## config.mk

```make
export PLATFORM = sky130hd
export DESIGN_NAME = riscv_pipe_skid_register
export DESIGN_NICKNAME = d
export VERILOG_FILES = /design/src/rtl/riscv_pipe_skid_register_pkg.sv /design/src/rtl/riscv_pipe_slot.sv /design/src/rtl/riscv_pipe_skid_register.sv
export SDC_FILE = /design/constraint.sdc
export NUM_CORES = 1
export LEC_CHECK = 0
export ABC_AREA = 1
export CORE_MARGIN = 1
export CORE_UTILIZATION = 49
export CTS_CLUSTER_DIAMETER = 60
export CTS_CLUSTER_SIZE = 10
export DETAILED_ROUTE_END_ITERATION = 8
export PLACE_DENSITY = 0.89
export SLEW_MARGIN = 25
export SYNTH_ARGS = -nofsm -noshare
export SYNTH_HDL_FRONTEND = slang
export SYNTH_SLANG_ARGS = --single-unit
```

## constraint.sdc

```tcl
create_clock -name i_clk -period 1.64 [get_ports i_clk]
set_input_delay 0.164 -clock i_clk [delete_from_list [all_inputs] [get_ports i_clk]]
set_output_delay 0.164 -clock i_clk [all_outputs]
set_load 0.01 [all_outputs]
```

## src/rtl/riscv_pipe_skid_register_pkg.sv

```systemverilog
// -----------------------------------------------------------------------------
// riscv_pipe_skid_register_pkg
//   Shared types for the pipeline skid register.
//   - OCC_W   : width of the occupancy output (0..2 entries)
//   - xfer_t  : per-cycle handshake summary (accept / emit)
// -----------------------------------------------------------------------------
package riscv_pipe_skid_register_pkg;

    localparam int OCC_W = 2;

    typedef struct packed {
        logic accept;   // i_valid && o_ready
        logic emit;     // o_valid && i_ready
    } xfer_t;

    function automatic xfer_t make_xfer(input logic valid_in, input logic ready_out,
                                        input logic valid_out, input logic ready_in);
        xfer_t x;
        x.accept = valid_in & ready_out;
        x.emit   = valid_out & ready_in;
        return x;
    endfunction

endpackage

```

## src/rtl/riscv_pipe_slot.sv

```systemverilog
// -----------------------------------------------------------------------------
// riscv_pipe_slot
//   Load-enable storage register with synchronous initialisation.
//   Ports:
//     i_clk   - clock, rising edge
//     i_rstn  - synchronous active-low reset, loads INIT
//     i_init  - synchronous flush, loads INIT
//     i_load  - capture i_d
//     i_d     - data in  [W-1:0]
//     o_q     - data out [W-1:0]
// -----------------------------------------------------------------------------
module riscv_pipe_slot #(
    parameter int          W    = 32,
    parameter logic [W-1:0] INIT = '0
) (
    input  logic         i_clk,
    input  logic         i_rstn,
    input  logic         i_init,
    input  logic         i_load,
    input  logic [W-1:0] i_d,
    output logic [W-1:0] o_q
);

    always_ff @(posedge i_clk) begin
        if (!i_rstn || i_init) begin
            o_q <= INIT;
        end else if (i_load) begin
            o_q <= i_d;
        end
    end

endmodule

```

## src/rtl/riscv_pipe_skid_register.sv

```systemverilog
// -----------------------------------------------------------------------------
// riscv_pipe_skid_register
//   Two-entry (main + skid) valid/ready pipeline stage. All outputs come from
//   registers, so i_ready never reaches o_ready combinationally.
//   Ports:
//     i_clk, i_rstn       - clock, synchronous active-low reset
//     i_clr               - synchronous flush of state and data
//     i_valid/o_ready     - upstream handshake
//     i_data              - NUM_CH channels, channel k at [k*DATA_WIDTH +: DATA_WIDTH]
//     o_valid/i_ready     - downstream handshake
//     o_data              - main entry, same layout as i_data
//     o_count             - occupancy 0..2
//     o_stall_cnt         - saturating count of o_valid && !i_ready cycles
// -----------------------------------------------------------------------------
// XLEN normally comes from riscv_configs.v; fall back to 32 when it is absent.
`ifndef XLEN
`define XLEN 32
`endif

module riscv_pipe_skid_register
    import riscv_pipe_skid_register_pkg::*;
#(
    parameter int                    DATA_WIDTH    = `XLEN,
    parameter int                    NUM_CH        = 3,
    parameter logic [DATA_WIDTH-1:0] REGISTER_INIT = '0,
    parameter int                    CNT_WIDTH     = 32
) (
    input  logic                         i_clk,
    input  logic                         i_rstn,
    input  logic                         i_clr,
    input  logic                         i_valid,
    output logic                         o_ready,
    input  logic [NUM_CH*DATA_WIDTH-1:0] i_data,
    output logic                         o_valid,
    input  logic                         i_ready,
    output logic [NUM_CH*DATA_WIDTH-1:0] o_data,
    output logic [OCC_W-1:0]             o_count,
    output logic [CNT_WIDTH-1:0]         o_stall_cnt
);

    localparam int                 BUS_W    = NUM_CH * DATA_WIDTH;
    localparam logic [BUS_W-1:0]   BUS_INIT = {NUM_CH{REGISTER_INIT}};

    // Encodings equal the occupancy so o_count is the state register itself.
    typedef enum logic [1:0] {
        EMPTY = 2'd0,
        BUSY  = 2'd1,
        FULL  = 2'd2
    } state_e;

    state_e            state_q, state_d;
    xfer_t             xfer;
    logic              main_load, skid_load;
    logic [BUS_W-1:0]  main_d, main_q, skid_q;
    logic [CNT_WIDTH-1:0] stall_q;

    assign o_valid = (state_q != EMPTY);
    assign o_ready = (state_q != FULL);
    assign o_count = OCC_W'(state_q);
    assign o_data  = main_q;
    assign o_stall_cnt = stall_q;

    assign xfer = make_xfer(i_valid, o_ready, o_valid, i_ready);

    always_ff @(posedge i_clk) begin
        if (!i_rstn || i_clr) begin
            state_q <= EMPTY;
        end else begin
            state_q <= state_d;
        end
    end

    always_comb begin
        state_d   = state_q;
        main_load = 1'b0;
        skid_load = 1'b0;
        main_d    = i_data;
        unique case (state_q)
            EMPTY: begin
                if (xfer.accept) begin
                    main_load = 1'b1;
                    state_d   = BUSY;
                end
            end
            BUSY: begin
                if (xfer.accept && !xfer.emit) begin
                    skid_load = 1'b1;
                    state_d   = FULL;
                end else if (xfer.accept && xfer.emit) begin
                    main_load = 1'b1;
                end else if (xfer.emit) begin
                    state_d   = EMPTY;
                end
            end
            FULL: begin
                // o_ready is low here, so accept can never be set.
                if (xfer.emit) begin
                    main_d    = skid_q;
                    main_load = 1'b1;
                    state_d   = BUSY;
                end
            end
            default: state_d = EMPTY;
        endcase
    end

    riscv_pipe_slot #(.W(BUS_W), .INIT(BUS_INIT)) u_main (
        .i_clk  (i_clk),
        .i_rstn (i_rstn),
        .i_init (i_clr),
        .i_load (main_load),
        .i_d    (main_d),
        .o_q    (main_q)
    );

    riscv_pipe_slot #(.W(BUS_W), .INIT(BUS_INIT)) u_skid (
        .i_clk  (i_clk),
        .i_rstn (i_rstn),
        .i_init (i_clr),
        .i_load (skid_load),
        .i_d    (i_data),
        .o_q    (skid_q)
    );

    // Flush leaves the stall counter alone; only reset clears it.
    always_ff @(posedge i_clk) begin
        if (!i_rstn) begin
            stall_q <= '0;
        end else if (o_valid && !i_ready && !(&stall_q)) begin
            stall_q <= stall_q + CNT_WIDTH'(1);
        end
    end

endmodule

```

Word level (Yosys, flattened, before mapping) --
Cells that the tools add are included.
Operators by class: add/sub/neg operators 1, equality and inequality tests 7, multiplexer cells 15, bitwise operators 2, reduce and logical (&&, ||, !) cells 13
Operator list (number):
- 96-bit 2-to-1 mux | 2
- 32-bit by 1-bit adder with 32-bit output (second input constant) | 1
- 32-bit AND reduction | 1
- 2-bit 2-to-1 mux | 5
- 1-bit 2-to-1 mux | 6
- 2-bit inequality test (second input constant) | 3
- 3-bit inequality test (second input constant) | 2
- 2-bit one-hot mux with 3 select lines | 1
- 1-bit logical AND | 4
- 1-bit zero test | 4
- 4-bit AND reduction | 1
- 1-bit one-hot mux with 3 select lines | 1
- 1-bit AND | 2
- 2-bit by 1-bit equality test with 1-bit output (second input constant) | 1
- 2-bit equality test (second input constant) | 1
- 2-bit zero test | 1
- 2-bit nonzero test | 1
- 1-bit logical OR | 1
Storage, ports and cells: register bits 226, input bits 101, output and inout bits 132, logic and storage cells 42

Longest topological paths before layout --
Gate-level depths: netlist (run 1).
depth in word-level cells 6, depth in mapped cells 11, gate-level depth less buffers 10

Cells and area by module --
A second synthesis (run 1) with hierarchy kept.
Second synthesis, totals: cells, all modules 1303, area total of the unflattened synthesis 9950.8 um^2
By module, submodules not included:
- riscv_pipe_slot | instances 2, cells each 418, area each 3338.2 um^2, seq. area each 1921.8 um^2
- riscv_pipe_skid_register | instances 1, cells each 467, area each 3274.4 um^2, seq. area each 680.7 um^2

Worst setup path before layout (run 1) --
Ideal clock, no wire load.
kind register -> register, start point register stall_q[1] (netlist: o_stall_cnt[1]), end point register stall_q[20] (netlist: o_stall_cnt[20]), library setup time 0.115 ns, arrival time 1.469 ns, data required time 1.525 ns, setup slack 0.056 ns, cell stages (with the launch flop) 10, path buffers 1, period minus slack after synthesis 1.584 ns, cell sequence dfxtp_1 > ha_1 > nand3_1 > inv_1 > nand2_1 > nor2_4 > nand3_4 > buf_2 > a21oi_1 > nor2_1
On the way: longest elaborated chain between the ends 3, elaborated cells on any way between the ends 4, classes of those cells add/sub: 1; reduce/logical: 3
RTL lines:
- from (decl) | line riscv_pipe_skid_register.sv:55 | logic [CNT_WIDTH-1:0] stall_q;
- from (signal assigned) | line riscv_pipe_skid_register.sv:130 | stall_q <= stall_q + CNT_WIDTH'(1);
- branches (longest 3 deep; another with 32-bit by 1-bit adder with 32-bit output)
Several ways; the timed one is not identified. A chain may end at the register's enable or synchronous reset.

Worst setup path after layout (run 1) --
start point register stall_q[13] (netlist: o_stall_cnt[13]), end point register stall_q[10] (netlist: o_stall_cnt[10])
On the way: longest elaborated chain between the ends 3
RTL lines:
- 32-bit AND reduction | line riscv_pipe_skid_register.sv:129 | end else if (o_valid && !i_ready && !(&stall_q)) begin
- 1-bit zero test | line riscv_pipe_skid_register.sv:129
- 1-bit logical AND | line riscv_pipe_skid_register.sv:129
Every way passes these cells.

==> results of run 1 <==
-- layer usage --
layer,wire length [um],global-route usage (%)
met1,11390,32.81
met2,14550,47.53
met3,2603,4.752
met4,1217,14.53
met5,0,0
-- kinds of logic (layout without fill, tap and decap cells) --
logic type / Yosys count / count (layout)
compound gates: 226 / 226
flops: 226 / 226
fa+ha+maj: 1 / 1
xor+xnor: 1 / 1
simple gates: 709 / 710
other cells: 0 / 1
buf+inv: 144 / 377
-- per-stage QoR --
step / utilization, % / worst slack (ps) / hold WS (ps) / instance area [um2]
6_report: 71.00 / -65.78 / 227.1 / 13330
5_1_grt: 71.00 / -134.9 / 238.2 / 13330
4_1_cts: 68.33 / 2.164 / 210.7 / 12820
3_5_place_dp: 64.69 / -146.9 / 450.7 / 12140
3_3_place_gp: 64.69 / -70.66 / 446.3 / 12140
2_1_floorplan: - / 55.92 / 312.3 / 9398
-- area by class of cell --
class / instances / area, um2
antenna: 1 / 2.502
clock buffer: 28 / 678.2
clock inverter: 1 / 16.27
fill: 1374 / 5443
inverter: 52 / 196.4
multi-input combinational: 938 / 4427
sequential: 226 / 4582
tap: 234 / 292.8
timing repair buffer: 296 / 3131
-- power groups by stage --
stage                     clock (mW)  combinational (mW)  sequential, mW
after floorplan                    0               0.406            5.79
after CTS                       5.05                1.04            5.64
after detailed placement           0                1.04            5.76
final                           4.99                1.05            5.63
after global routing            5.32                1.12            5.63
after global placement             0                1.02            5.76
-- layout by cell type, fill, tap and decap left out, types with 2 or more instances in the layout --
cell             Yosys  routed
a211oi_1             5       5
a21oi_1            120     107
a21oi_2              0      11
a21oi_4              0       2
a31oi_1             92      92
buf_12               0      17
buf_4               14      38
buf_6                2       4
clkbuf_16            0      30
clkbuf_8             0       2
clkdlybuf4s50_1      0     181
dfxtp_1            226     202
dfxtp_2              0      13
dfxtp_4              0      11
dlygate4sd2_1        0      28
dlymetal6s2s_1       0      23
inv_1               46      42
inv_2                6       9
nand2_1            469     457
nand2_2              3      12
nand2_4              0       3
nand3_1            127     121
nand3_2              1       6
nand3_4              1       3
nand4_1              7       7
nor2_1              89      75
nor2_2               3      13
nor2_4               4       8
nor3_1               3       3
o21ai_0              4       4
o21ai_1              5       5
-- flip-flops by register name, indices dropped and copies added (netlist names) --
register     cells
u_main.o_q      96
u_skid.o_q      96
o_stall_cnt     32
o_count          2
-- worst paths after layout --
check | startpoint | end | slack, ps | cells after the start
max | o_stall_cnt[13]$_SDFFE_PN0P_ | o_stall_cnt[10]$_SDFFE_PN0P_ | -70 | 10
min | i_data[15] | u_skid.o_q[15]$_SDFFE_PP0P_ | 230 | 3
max reg2reg | o_stall_cnt[13]$_SDFFE_PN0P_ | o_stall_cnt[10]$_SDFFE_PN0P_ | -70 | 10
min reg2reg | u_skid.o_q[85]$_SDFFE_PP0P_ | u_skid.o_q[85]$_SDFFE_PP0P_ | 460 | 2
-- timing repair --
item,4_1_cts,5_1_grt
setup buffers,0,5
pin swaps,0,14
setup endpoints to repair,34,56
gates cloned,0,8
resized for setup,41,106
-- worst min-delay path: cells and delay by family --
family,cells,cell delay [ps]
simple gates,1,70
buf+inv,1,410
compound gates,1,50
==> key figures, run 1 <==
STA
  • Fmax: ~590 MHz
  • Setup_tns: -505.2 ps
  • Clk_skew: ~14 ps
  • Least-Margin Pin Slew: about 350 ps
  • Slew margin rel.: approximately 77%
  • RSZ-0062 raised after global routing: yes
  • Period utilisation layout: 104.0%
  • Worst setup margin: -65.78 ps
  • Final setup vio count: 19
  • Max-slew violation count: 0
  • Final hold vios: 0
  • Final min period: about 1700 ps

Logic synthesis
  • Largest family of logic cells by synthesized area: simple AND/OR/NAND/NOR gates
  • Post-Syn Area per Cell: approximately 7.2 um2
  • Synth top cells by count: 469 x nand2_1, 226 x dfxtp_1, 127 x nand3_1
  • Post-Syn Area: 0.009398 mm2
  • Compound-cell area share of the yosys netlist: 13.39%
  • Simple-Gate Fraction of Synth Area: between 30% and 40%
  • Top-count cell post-synth: nand2_1
  • Cell variety after synth: 26
  • Top cell type's share of synthesized area: between 40% and 50%
  • Post-Synth Adder-Cell Area: less than 1%
  • Synth Area in XOR/XNOR: 0.09320%
  • Syn nets: between 1000 and 1500
  • Top FF cell, synth: dfxtp_1
  • Cell taking the most area after synthesis: dfxtp_1
  • Largest cells by area after synthesis: dfxtp_1 48%, nand2_1 19%, nand3_1 6.8%, a21oi_1 6.4%, a31oi_1 6.1%
  • Post-synthesis sequential area ratio: around half
  • Mapped Cells: ~1300
  • Asr flop ratio synth: 0%
  • EDFF count, synth: 0
  • Syn. warnings: 0
  • Mux cell area share after synthesis: 0%
  • FF+latch count, synth: approximately 230

Detailed routing
  • Via count: about 10000
  • Final wirelength: between 20000 and 30000 um
  • Routed Antenna Nets: 0
  • Drt wl/cell: between 15 and 20 um
  • # DRC: 0
  • DR pass1 iterations: 6
  • Vias per cell: ~5.7
  • DRT iter0 DRCs: 813

Setup path
  • Crit end category: register
  • Largest stage delay on the critical path: slightly below 400 ps
  • CP Launch Type: register
  • CP Buf/Inv Count: 2
  • Slowest-stage cell, CP: dfxtp_2
  • Worst-path fanout max: 5
  • Top Family by Delay on Critical Path: simple AND/OR/NAND/NOR gates
  • WS Path Type: register to register
  • CP required: around 2100 ps
  • Worst path cell trace: nand2_1, nor2_2, nand2_2, nor2_4, buf_6, nand3_4, clkbuf_16, nand3_1, nand2_1, nor2_1
  • CP most frequent cell: nand2_1
  • CP arrival: about 2200 ps

GRT
  • Initial antenna violation count: 1
  • First-pass GRT wire length: 44590 um
  • Largest net degree at the start of global routing: 66
  • Total gr overflow: 0
  • GRT Resource Usage Total: between 20% and 30%
  • Vias in the first global route: 9471

Place
  • HPWL Detailed: about 18000 um
  • Placed cell count: between 1500 and 2000
  • I/O Buffers: ~230
  • GPL Wtd Cong: 0.9341

Die
  • Die area: between 0.015 and 0.02 mm2
  • Die H: about 140 um
  • Die X: 140.5 um
  • Initial Util: between 50% and 60%
  • Total core area: around 0.019 mm2
  • I/O pin cnt: 233
  • Num rows: 50

Final layout
  • NumNets Final: approximately 1600
  • Area Overhead vs Synth: 41.79%
  • Fin cells: between 1500 and 2000
  • Share of layout cells above drive strength 1: around 12%

CTS
  • Num CTS Buffers: 26
  • # hold bufs at CTS: 0
  • H-tree depth: 1
  • Root buffer cell: clkbuf_16
  • Reg clk slew, reported paths: 50 ps
  • Worst skew pair latency: about 530 ps
  • Clock sink count: around 230
  • Deepest clock path buffer count: 3
  • CTS tree: done

Power and ir drop
  • Maximum vdd drop: 722.7 uV
  • Static Leakage: 5.107 nW
  • Switching pwr: roughly 2.7 mW
  • Logic pwr share: approximately 9%
  • Sw frac: a little under a quarter
  • Flop pwr share: about half
  • Total chip power: 11.67 mW
  • Clk pwr share: between 40% and 50%
  • Pwr dens: 875.5 mW/mm2
  • P_int: about 9 mW

Outcome
  • Failing checks: negative setup slack
  • Status: complete, but fails checks

Worst hold path
  • Worst hold path type: input port to register

Flow run
  • MaxCap Viol Count: 0
No activity file was read; power rests on OpenSTA's default activity.
==> run 2: changes to the inputs <==
--- a/config.mk
+++ b/config.mk
@@ -6,6 +6,7 @@
 export NUM_CORES = 1
 export LEC_CHECK = 0
 export ABC_AREA = 1
+export CAP_MARGIN = 10
 export CORE_MARGIN = 1
 export CORE_UTILIZATION = 49
 export CTS_CLUSTER_DIAMETER = 60
==> constraint.sdc (replaced) <==
create_clock -name i_clk -period 1.57 [get_ports i_clk]
set_input_delay 0.157 -clock i_clk [delete_from_list [all_inputs] [get_ports i_clk]]
set_output_delay 0.157 -clock i_clk [all_outputs]
set_load 0.01 [all_outputs]
==> key figures, run 2 (synthesis gave the netlist of run 1 again) <==
CTS
  • Deepest clock path buffer count: 3 (unchanged)
  • H-tree depth: 1 (unchanged)
  • Num CTS Buffers: 27 (+3.8%)
  • Clock sink count: 226 (unchanged)
  • CTS tree: done
  • Reg clk slew, reported paths: 60 ps (about the same)
  • Worst skew pair latency: 540 ps (about the same)
  • Root buffer cell: clkbuf_16

Final layout
  • Share of layout cells above drive strength 1: 14.57% (+2.4 points)
  • Commonest non-fill, non-tap cells in the layout: 454 x nand2_1, 208 x dfxtp_1, 126 x dlygate4sd2_1
  • NumNets Final: 1671 (+1.8%)
  • Register area: 0.004552 mm2 (-0.66%)
  • Area Overhead vs Synth: 45.01%
  • Most common cell after layout, fill and taps aside: nand2_1
  • Fill count: 1341 (-2.4%)
  • Final core occ: 72.61% (+1.6 points)
  • Multi-input gate area: 0.004472 mm2 (+1.0%)

Place
  • GPL Wtd Cong: 0.9126 (-2.3%)
  • I/O Buffers: 232 (unchanged)
  • Worst slack, placed: -291.7 ps (-144.9 ps)
  • HPWL Detailed: 19070 um (+5.8%)

Worst hold path
  • Worst hold path type: input port to register
  • HP Start: i_data[92]
  • Hold path cells: 3 (unchanged)
  • WHS Endpoint: u_skid.o_q[92]$_SDFFE_PP0P_

Die
  • Die H: 140.5 um (unchanged)
  • Initial Util: 50.07% (unchanged)
  • Die X: 140.5 um (unchanged)
  • Die area: 0.01974 mm2 (unchanged)
  • Total core area: 0.01877 mm2 (unchanged)
  • Num rows: 50 (unchanged)
  • I/O pin cnt: 233 (unchanged)

Detailed routing
  • Routed Antenna Nets: 0 (unchanged)
  • DR pass1 iterations: 6 (unchanged)
  • # DRC: 0 (unchanged)
  • DRT iter0 DRCs: 910 (+12%)
  • Final wirelength: 31860 um (+7.1%)
  • Vias per cell: 5.824 (+2.1%)
  • Via count: 10524 (+3.9%)
  • Drt wl/cell: 17.63 um (+5.2%)

GRT
  • Vias in the first global route: 10010 (+5.7%)
  • First-pass GRT wire length: 47380 um (+6.3%)
  • GRT Resource Usage Total: 29.34% (+1.8 points)
  • Largest net degree at the start of global routing: 53 (-20%)
  • Total gr overflow: 0 (unchanged)
  • Initial antenna violation count: 1 (unchanged)

Setup path
  • Reg-to-reg slack, setup: -240 ps (-180 ps)
  • WS Path Type: register to register
  • Crit end category: register
  • Worst-path fanout max: 5 (unchanged)
  • Worst path cell trace: nand2_1, nor2_2, nand2_1, nor2_1, nand2_1, nor2_2, nand3_2, nand2_1, nor2_1
  • CP required: 2000 ps (-80 ps)
  • Largest stage delay on the critical path: 390 ps (about the same)
  • Slowest-stage cell, CP: dfxtp_2
  • Number of cells on the worst reg-to-reg path: 9 (-1)
  • CP arrival: 2240 ps (+90 ps)
  • CP Launch Type: register
  • Worst R2R End: o_stall_cnt[27]$_SDFFE_PN0P_
  • RR Startpoint: o_stall_cnt[14]$_SDFFE_PN0P_
  • Critical path startpoint: o_stall_cnt[14]$_SDFFE_PN0P_
  • CP most frequent cell: nand2_1

Power and ir drop
  • Maximum vdd drop: 744.1 uV (+3.0%)
  • Pwr dens: 927.5 mW/mm2 (+5.9%)
  • Sw frac: 23.30% (+0.27 points)
  • Switching pwr: 2.945 mW (+9.6%)
  • Clk pwr share: 44.5% (+1.7 points)
  • P_int: 9.695 mW (+8.0%)
  • Logic pwr share: 8.9% (about the same)
  • Flop pwr share: 46.6% (-1.7 points)
  • Static Leakage: 5.449 nW (+6.7%)

STA
  • Max-slew violation count: 0 (unchanged)
  • Final min period: 1811 ps (+105.2 ps)
  • Period utilisation layout: 115.3% (+11 points)
  • Slew margin rel.: 76.77% (+0.17 points)
  • Worst hold margin: 187.7 ps (-39.38 ps)
  • Final setup vio count: 24 (+5)
  • Fmax: 552.2 MHz (-5.8%)
  • Clk_skew: 13.18 ps (-0.8310 ps)
  • RSZ-0062 raised after global routing: yes
  • Final hold vios: 0 (unchanged)
  • Least-Margin Pin Slew: 346.1 ps (-4.924 ps)
  • Worst setup margin: -240.9 ps (-175.2 ps)

Outcome
  • Failing checks: negative setup slack
  • Status: complete, but fails checks

Flow run
  • MaxCap Viol Count: 0 (unchanged)
run 2: cell count changes in the layout (fill, tap and decap cells not counted), sizes merged:
cell	before	now
clkdlybuf4s15	0	2
clkdlybuf4s50	181	100
nand3	130	129
dlymetal6s2s	23	4
inv	51	52
buf	60	88
bufinv	0	1
clkbuf	32	34
dlygate4sd2	28	126
run 2: power groups by stage:
stage / sequential, mW / combinational (mW) / clock, mW
finish: 5.90 / 1.13 / 5.62
global route: 5.90 / 1.20 / 5.93
CTS: 5.89 / 1.07 / 5.67
detailed placement: 6.02 / 1.11 / 0
global placement: 6.02 / 1.09 / 0
floorplan: 6.04 / 0.424 / 0
run 2: area by class of cell:
class | count | share of cell area, %
repair buffers | 325 | 24.54
well taps | 234 | 2.148
flip-flops and latches | 226 | 33.40
multi-input cells | 937 | 32.81
diodes | 1 | 0.01836
clock inverters | 3 | 0.4315
inverters | 52 | 1.487
clock buffers | 29 | 5.160
run 2: timing repair:
item / 4_1_cts / 5_1_grt
endpoints found under the setup margin: 181 / 125
resized for setup: 164 / 71
hold buffers: 0 / 0
buffers inserted: 9 / 1
cloned: 3 / 5
pin swaps: 6 / 23
run 2: how the worst max path moves through the flow:
stage / cells past startpoint / end / slack, ps
3_5_place_dp: 8 / u_main.o_q[75]$_SDFFE_PP0P_ / -290
3_3_place_gp: 7 / u_skid.o_q[94]$_SDFFE_PP0P_ / -210
2_1_floorplan: 9 / o_stall_cnt[20]$_SDFFE_PN0P_ / 50
5_1_grt: 9 / o_stall_cnt[27]$_SDFFE_PN0P_ / -310
4_1_cts: 11 / o_stall_cnt[1]$_SDFFE_PN0P_ / -4
6_report: 9 / o_stall_cnt[27]$_SDFFE_PN0P_ / -240
run 2: per-layer routing:
layer | wire length, um | global-route usage, % | vias to the layer above | share of wire [%]
li1 | - | - | 4813 | -
met1 | 11710 | 33.71 | 4915 | 37
met2 | 15770 | 51.97 | 659 | 50
met3 | 3024 | 5.333 | 137 | 9.5
met4 | 1353 | 15.45 | 0 | 4.2
met5 | 0 | 0 | - | 0
run 2: critical path, delay by kind of cell (launching register included):
family / cells / cell delay (ps)
DFF: 1 / 390
and+or+nand+nor: 9 / 1320
run 2: stage by stage:
stage                     instances  power, mW  cell area (um2)  TNS [ps]
after floorplan                1307      6.467             9400         0
after global placement         1759      7.102            12450    -32350
after detailed placement       1759      7.127            12450    -39390
after CTS                      1803      12.63            13300    -9.325
after global routing           1807      13.03            13630     -3490
final                          1807      12.64            13630     -1498
==> run 3: changes to the inputs <==
--- a/config.mk
+++ b/config.mk
@@ -13,6 +13,7 @@
 export CTS_CLUSTER_SIZE = 10
 export DETAILED_ROUTE_END_ITERATION = 8
 export PLACE_DENSITY = 0.89
+export SETUP_SLACK_MARGIN = 0.05
 export SLEW_MARGIN = 25
 export SYNTH_ARGS = -nofsm -noshare
 export SYNTH_HDL_FRONTEND = slang
==> key figures, run 3 (synthesis gave the netlist of run 1 again) <==
Outcome
  • Status: complete, but fails checks
  • Failing checks: negative setup slack

STA
  • Final hold vios: 0 (unchanged)
  • Worst hold margin: 196.3 ps (+8.571 ps)
  • Fmax: 477.1 MHz (-14%)
  • Final min period: 2096 ps (+285.2 ps)
  • Period utilisation layout: 133.5% (+18 points)
  • Clk_skew: 17.94 ps (+4.760 ps)
  • Max-slew violation count: 0 (unchanged)
  • Worst setup margin: -526.1 ps (-285.2 ps)
  • RSZ-0062 raised after global routing: yes
  • Setup_tns: -16050 ps (-14550 ps)
  • Least-Margin Pin Slew: 570.4 ps (+224.2 ps)
  • Final setup vio count: 127 (+430%)
  • Slew margin rel.: 61.94% (-15 points)

Die
  • Die H: 140.5 um (unchanged)
  • Initial Util: 50.07% (unchanged)
  • Die area: 0.01974 mm2 (unchanged)
  • I/O pin cnt: 233 (unchanged)
  • Total core area: 0.01877 mm2 (unchanged)
  • Num rows: 50 (unchanged)
  • Die X: 140.5 um (unchanged)

Final layout
  • Commonest non-fill, non-tap cells in the layout: 352 x nand2_1, 202 x dfxtp_1, 128 x dlygate4sd2_1
  • NumNets Final: 1742 (+4.2%)
  • Most common cell after layout, fill and taps aside: nand2_1
  • Share of layout cells above drive strength 1: 29.76% (+15 points)
  • Finished Cell Area: 0.01605 mm2 (+18%)
  • Final core occ: 85.50% (+13 points)
  • Area Overhead vs Synth: 70.75%
  • Fin cells: 1879 (+4.0%)

GRT
  • GRT Resource Usage Total: 34.93% (+5.6 points)
  • Vias in the first global route: 10923 (+9.1%)
  • Total gr overflow: 0 (unchanged)
  • Initial antenna violation count: 2 (+1)
  • First-pass GRT wire length: 55210 um (+17%)
  • Largest net degree at the start of global routing: 53 (unchanged)

Flow run
  • MaxCap Viol Count: 0 (unchanged)

Power and ir drop
  • Clk pwr share: 43.4% (-1.1 points)
  • Pwr dens: 825.6 mW/mm2 (-11%)
  • Maximum vdd drop: 800.2 uV (+7.5%)
  • Total chip power: 13.25 mW (+4.8%)
  • Sw frac: 25.27% (+2.0 points)
  • Logic pwr share: 12.0% (+3.1 points)
  • Static Leakage: 6.579 nW (+21%)
  • Switching pwr: 3.348 mW (+14%)
  • Flop pwr share: 44.6% (-2.0 points)
  • P_int: 9.900 mW (+2.1%)

Worst hold path
  • Worst hold path type: input port to register

Detailed routing
  • Drt wl/cell: 24.75 um (+40%)
  • Via count: 12267 (+17%)
  • Routed Antenna Nets: 0 (unchanged)
  • # DRC: 0 (unchanged)
  • Final wirelength: 46510 um (+46%)
  • DRT iter0 DRCs: 1632 (+79%)
  • Vias per cell: 6.528 (+12%)
  • DR pass1 iterations: 6 (unchanged)

Place
  • Placed cell area: 0.01245 mm2 (unchanged)
  • HPWL Detailed: 19070 um (unchanged)
  • GPL Wtd Cong: 0.9126 (unchanged)
  • I/O Buffers: 232 (unchanged)
  • Worst slack, placed: -291.7 ps (unchanged)
  • Placed cell count: 1759 (unchanged)

CTS
  • Root buffer cell: clkbuf_16
  • CTS tree: done
  • Deepest clock path buffer count: 3 (unchanged)
  • Num CTS Buffers: 27 (unchanged)
  • Worst skew pair latency: 560 ps (+20 ps)
  • H-tree depth: 1 (unchanged)
  • Clock sink count: 226 (unchanged)
  • Reg clk slew, reported paths: 60 ps (about the same)

Setup path
  • CP Buf/Inv Count: 1 (+1)
  • Crit end category: register
  • CP required: 2060 ps (+60 ps)
  • Worst-path fanout max: 7 (+2)
  • Largest stage delay on the critical path: 500 ps (+110 ps)
  • CP most frequent cell: nand2_1
  • WS Path Type: register to register
  • Top Family by Delay on Critical Path: simple AND/OR/NAND/NOR gates
  • Slowest-stage cell, CP: nor2_2
  • Worst path cell trace: nand2_1, nor2_2, nand2_1, nor2_1, nand2_1, nor2_2, buf_4, a21oi_2, nor2_1
  • CP Launch Type: register
  • CP arrival: 2580 ps (+340 ps)
==> run 3: cell count changes in the layout (fill, tap and decap cells not counted), sizes merged <==
cell	delta
inv	-1
dlymetal6s2s	-4
clkdlybuf4s15	-1
clkinv	+3
clkbuf	+14
diode	+1
dlygate4sd2	+2
buf	+58
==> run 3: layout make-up <==
cell class / count / area, um2
Multi-Input combinational cell: 937 / 5459
Timing Repair Buffer: 394 / 4669
Sequential cell: 226 / 4579
Fill cell: 886 / 2721
Clock buffer: 29 / 703.2
Tap cell: 234 / 292.8
Inverter: 52 / 251.5
Clock inverter: 3 / 58.81
Timing Repair inverter: 2 / 27.53
Antenna cell: 2 / 5.005
==> run 3: routing by layer <==
metal	wire length, um	track usage [%]	vias to the layer above
met3	6120	8.513	456
li1	-	-	4996
met2	21120	60.63	1208
met1	15050	39.04	5599
met5	161	0	-
met4	4056	20.31	8
==> run 3: path summary, 6_finish.rpt <==
kind,from,end,slack (ps),cells after the start
hold reg to reg,u_skid.o_q[71]$_SDFFE_PP0P_,u_skid.o_q[71]$_SDFFE_PP0P_,460,2
hold / removal,i_data[32],u_skid.o_q[32]$_SDFFE_PP0P_,200,3
setup reg to reg,o_stall_cnt[16]$_SDFFE_PN0P_,o_stall_cnt[29]$_SDFFE_PN0P_,-530,9
setup / recovery,o_stall_cnt[16]$_SDFFE_PN0P_,o_stall_cnt[29]$_SDFFE_PN0P_,-530,9
==> run 3: worst reg2reg max path, stage by stage, from the launching register on <==
cell and delay [ps]:
dfxtp_2 440, nand2_1 180, nor2_2 500, nand2_1 130, nor2_1 210, nand2_1 120
nor2_2 170, buf_4 140, a21oi_2 50, nor2_1 90
==> run 3: timing repair <==
action,CTS,global route
resized for setup,290,289
cloned,23,23
setup buffers,23,23
pin swaps,63,93
endpoints found under the setup margin,251,157
hold buffers,0,0
==> run 3: power groups by stage <==
stage | clock network (mW) | logic (mW) | registers, mW
global route | 5.99 | 1.64 | 5.91
CTS | 5.67 | 1.25 | 5.89
detailed placement | 0 | 1.11 | 6.02
finish | 5.75 | 1.59 | 5.91
global placement | 0 | 1.09 | 6.02
floorplan | 0 | 0.424 | 6.04
